$ cat src/rtl/reg_bank_rw.sv
// Register bank for the multicycle datapath: 2^ADDR_W registers with one
// synchronous write port, two combinational read ports with optional
// write-through bypass, and the A/B operand latches loaded between cycles.
// Register 0 always reads zero; the stack-pointer register resets to SP_RESET.
module reg_bank_rw #(
  parameter int unsigned DATA_W   = 32,
  parameter int unsigned ADDR_W   = 5,
  parameter int unsigned SP_INDEX = 29,
  parameter int unsigned SP_RESET = 227,
  parameter bit          BYPASS   = 1'b1
) (
  input  logic              clk,
  input  logic              reset,
  input  logic              reg_write,
  input  logic [ADDR_W-1:0] write_reg,
  input  logic [DATA_W-1:0] write_data,
  input  logic [ADDR_W-1:0] read_reg1,
  input  logic [ADDR_W-1:0] read_reg2,
  input  logic              load_ab,
  output logic [DATA_W-1:0] read_data1,
  output logic [DATA_W-1:0] read_data2,
  output logic [DATA_W-1:0] a_out,
  output logic [DATA_W-1:0] b_out
);

  localparam int unsigned NREGS = 2 ** ADDR_W;

  logic [DATA_W-1:0] regs [NREGS];

  // A write to register 0 is discarded so it can never be observed.
  logic wr_en;
  logic hit1;
  logic hit2;

  assign wr_en = reg_write && (write_reg != '0);
  assign hit1  = BYPASS && wr_en && (write_reg == read_reg1);
  assign hit2  = BYPASS && wr_en && (write_reg == read_reg2);

  // Register file storage: reset image, then one write per edge.
  // NOTE: the array is reset element by element so no register ever holds X;
  // this keeps the bank in flops rather than a RAM macro, which is intended.
  always_ff @(posedge clk or posedge reset) begin
    if (reset) begin
      for (int i = 0; i < NREGS; i++) begin
        regs[i] <= (i == SP_INDEX) ? DATA_W'(SP_RESET) : '0;
      end
    end else if (wr_en) begin
      // NOTE: state updates use non-blocking assignment so every flop samples
      // pre-edge values, matching the hardware regardless of block ordering.
      regs[write_reg] <= write_data;
    end
  end

  // Read port 1: zero for index 0, bypassed write data on a same-cycle hit.
  // NOTE: the output is given a default first so no path leaves it unassigned
  // and no latch is inferred.
  always_comb begin
    read_data1 = '0;
    if (read_reg1 != '0) begin
      read_data1 = hit1 ? write_data : regs[read_reg1];
    end
  end

  // Read port 2: identical structure to port 1.
  always_comb begin
    read_data2 = '0;
    if (read_reg2 != '0) begin
      read_data2 = hit2 ? write_data : regs[read_reg2];
    end
  end

  // Operand latches capture the pre-edge (possibly bypassed) read values.
  always_ff @(posedge clk or posedge reset) begin
    if (reset) begin
      a_out <= '0;
      b_out <= '0;
    end else if (load_ab) begin
      a_out <= read_data1;
      b_out <= read_data2;
    end
  end

endmodule

$ cat config.mk
export PLATFORM = sky130hd
export DESIGN_NAME = reg_bank_rw
export DESIGN_NICKNAME = d
export VERILOG_FILES = /design/src/rtl/reg_bank_rw.sv
export SDC_FILE = /design/constraint.sdc
export NUM_CORES = 2
export LEC_CHECK = 0
export CAP_MARGIN = 30
export CORE_MARGIN = 2
export CORE_UTILIZATION = 58
export DETAILED_ROUTE_END_ITERATION = 16
export MAX_ROUTING_LAYER = met4
export PLACE_DENSITY = 0.74
export SLEW_MARGIN = 20
export SYNTH_ARGS = -nofsm -noshare
export SYNTH_HDL_FRONTEND = slang
export SYNTH_SLANG_ARGS = --single-unit
$ cat constraint.sdc
create_clock -name clk -period 92.6 [get_ports clk]
set_input_delay 18.52 -clock clk [delete_from_list [all_inputs] [get_ports clk]]
set_output_delay 18.52 -clock clk [all_outputs]
set_load 0.05 [all_outputs]
==> results by group <==
Outcome
  • Status: finished clean

Timing
  • Part of the cycle the worst path needs: between 40% and 50%
  • Final setup margin: just over 50 ns
  • Hold_ws: 0.394 ns
  • Final TNS setup: 0 ns
  • Peak Freq: 0.0239 GHz
  • RSZ-0062 raised after global routing: no
  • Slew @ Worst Pin: 1.10 ns
  • Max-slew headroom: 26.2%
  • Final Critical Period: 41.87 ns
  • # setup viols final: 0
  • Setup Skew: 0.0217 ns
  • Final count of pins violating max slew: 0
  • Final Hold Fails: 0

Placement
  • # port buffers: 178
  • Placed cell area: approximately 60000 sq um
  • Pre-CTS setup slack: 50.55 ns
  • Hpwl dp: 96300 microns
  • Routability Congestion: 0.863

Setup path
  • Req. time, crit path: approximately 74 ns
  • RR Endpoint: a_out[9]$_DFFE_PP0P_
  • Worst R2R Start: regs[9]$_DFFE_PP0P_
  • Critical Path Start: read_reg2[2]
  • Setup crit end: read_data2[19]
  • Worst path arrival time: around 23 ns
  • Flop-to-flop setup slack: 90.06 ns
  • CP Capture Type: output port
  • Worst Path Max Fanout: slightly above 80
  • Kind of critical path: in2out
  • R2R cell count: 5
  • Crit path launch type: input port

Global route
  • Initial antenna violation count: 2
  • Total GRT Usage: 35.7%
  • GRT overflow: 0
  • Vias in the first global route: 39.0k
  • Met3 usage: 8.62%
  • Global-route wire length before repair: 260000 microns
  • Met1 GRT Util: 47.5%
  • Met2 GRT Util: 53.6%
  • Top Usage Layer GRT: met2
  • Largest net degree at the start of global routing: 133

Finish
  • Nets: 3765
  • Core Util, Final: about 66%
  • Ratio of cells with drive above 1 in the final layout: 52.5%
  • Most frequent cells in the layout: dfrtp_1, mux2_2, mux4_2
  • Most common cell after layout, fill and taps aside: dfrtp_1
  • Area Overhead vs Synth: 12.6%
  • FILL cells: 6651
  • Cell area after layout: 64800 sq um

Synthesis
  • Yosys synthesis warning count: 0
  • Syn_area_per_cell: 15.5 sq um
  • Post-synth ARST share: between 90% and 100%
  • Cells after synthesis: 3714
  • Dominant cells by area after synthesis: dfrtp_1, mux4_2, mux2_2
  • Syn_nets: 3765
  • Yosys cell types: 53
  • Synth Flop Type: dfrtp_1
  • Cell Area, Synth: 57600 sq um
  • Number of synthesized register bits: 1088
  • Seq/Total Area, Yosys: between 40% and 50%
  • EDFF count, synth: 0
  • Synth top area share: 47.1%
  • Synth area leader: dfrtp_1

Die
  • Core box area: between 90000 and 100000 sq um
  • DIE WIDTH: approximately 320 microns
  • Starting Density: 58.5%
  • Die H: 319 microns
  • Row cnt: about 120
  • Io pins: 179
  • Die area: 102000 sq um

Clock network
  • Hold_buf cts: 0
  • Clock transition at the registers of the reported paths: 0.06 ns
  • Clock Latency Late Sink: 0.71 ns
  • Post-CTS setup-driven buffer insertion count: 0
  • CTS tree: yes
  • Root Buffer: clkbuf_16
  • Clk sinks: between 1k and 1.5k
  • Num CTS Buffers: 116
  • Clock buffer depth: 3
  • H-tree depth: 3
  • Post-CTS Resized: 0

Drt
  • Vias/cell: 7.23
  • Initial DRC count: 3959
  • DRC: 0
  • Avg WL per Cell: roughly 34 microns
  • 1st-pass router iterations: 5
  • Number of routed nets with antenna violations: 0
  • Via Count: 36.9k
  • DRT Wirelength: 175000 microns

Power and ir drop
  • Pleak: about 28 nW
  • Peak supply drop: 0.0186 mV
  • Pwr/cell area: ~24 nW/um^2

Flow run
  • # Max-Cap Violations: 0

Hold path
  • Type of the worst min-delay path: reg2reg
[metrics by stage]
| stage | total power [mW] | std cells |
|---|---|---|
| after floorplan | 0.901 | 3714 |
| after global placement | 0.984 | 4845 |
| after detailed placement | 1.01 | 4856 |
| after CTS | 1.52 | 5072 |
| after global routing | 1.58 | 5102 |
| final | 1.52 | 5102 |
[final cells by class]
| class | count | area [sq um] | share of cell area (%) |
|---|---|---|---|
| Antenna cell | 3 | 7.51 | 0.0116 |
| Clock buffer | 157 | 3390 | 5.23 |
| Clock inverter | 59 | 895 | 1.38 |
| Inverter | 13 | 56.3 | 0.0868 |
| Multi-Input combinational cell | 2194 | 28500 | 44.0 |
| Sequential cell | 1088 | 27200 | 42.0 |
| Tap cell | 1287 | 1610 | 2.48 |
| Timing Repair Buffer | 301 | 3140 | 4.84 |
[worst min path at each step]
stage,start,endpoint,slack (ns),depth (start not counted)
6_report,regs[1007]$_DFFE_PP0P_,regs[1007]$_DFFE_PP0P_,0.39,0
5_1_grt,regs[1015]$_DFFE_PP0P_,regs[1015]$_DFFE_PP0P_,0.41,0
4_1_cts,regs[999]$_DFFE_PP0P_,regs[999]$_DFFE_PP0P_,0.40,0
3_5_place_dp,regs[999]$_DFFE_PP0P_,regs[999]$_DFFE_PP0P_,0.38,0
3_3_place_gp,regs[1016]$_DFFE_PP0P_,regs[1016]$_DFFE_PP0P_,0.38,0
2_1_floorplan,regs[1000]$_DFFE_PP0P_,regs[1000]$_DFFE_PP0P_,0.44,1
[cells by family (layout without fill, tap and decap cells)]
family,after synthesis,in the layout,synth area share (%)
xor gates and xnor gates,10,10,0.152
other,0,3,0
DFF,1088,1088,47.3
muxes,1776,1776,45.0
AOI/OAI and AO/OA,240,240,2.61
buffers and inverters,432,530,3.46
and+or+nand+nor,168,168,1.46
[critical path, stage by stage]
cell and delay (ns):
clkbuf_8 0.68, buf_4 0.82, buf_4 0.68, nor2b_2 0.25, buf_4 0.32, a221oi_1 0.15, o221ai_1 0.24, nor2_1 0.10
nor3_1 0.51, clkdlybuf4s50_1 0.93
[synthesized netlist by cell type (all sizes together) (3+ instances only)]
library cell / instances
o22a: 3
nand3: 8
buf: 192
o21ai: 64
nor2b: 9
and3: 5
or3: 5
clkbuf: 227
a22oi: 32
o211ai: 13
mux4: 543
inv: 12
a2111oi: 3
a31oi: 4
nor2: 45
xnor2: 9
a22o: 10
a21oi: 75
dfstp: 5
or2: 6
nor4: 4
dfrtp: 1083
nand4: 12
nor3: 12
a221oi: 14
nor3b: 6
nand2: 42
o221ai: 5
nand3b: 5
o32ai: 7
o22ai: 6
mux2: 1072
mux2i: 161
[sequential cells by signal, summed over array words and instances (netlist names)]
name and flops:
a_out 32, b_out 32, regs 1024
[power breakdown]
group	internal, mW	leakage, nW	switching [mW]
clock network	0.317	2.12	0.200
logic	0.196	11.9	0.170
registers	0.569	13.9	0.0717
total	1.08	28.0	0.442
[routing by layer]
layer	wire length [microns]	part of all wire [%]
met3	17000	9.8
met1	68400	39
met4	7560	4.3
met2	81600	47
met5	0	0
Note: power is estimated with default switching activity, not from simulation.
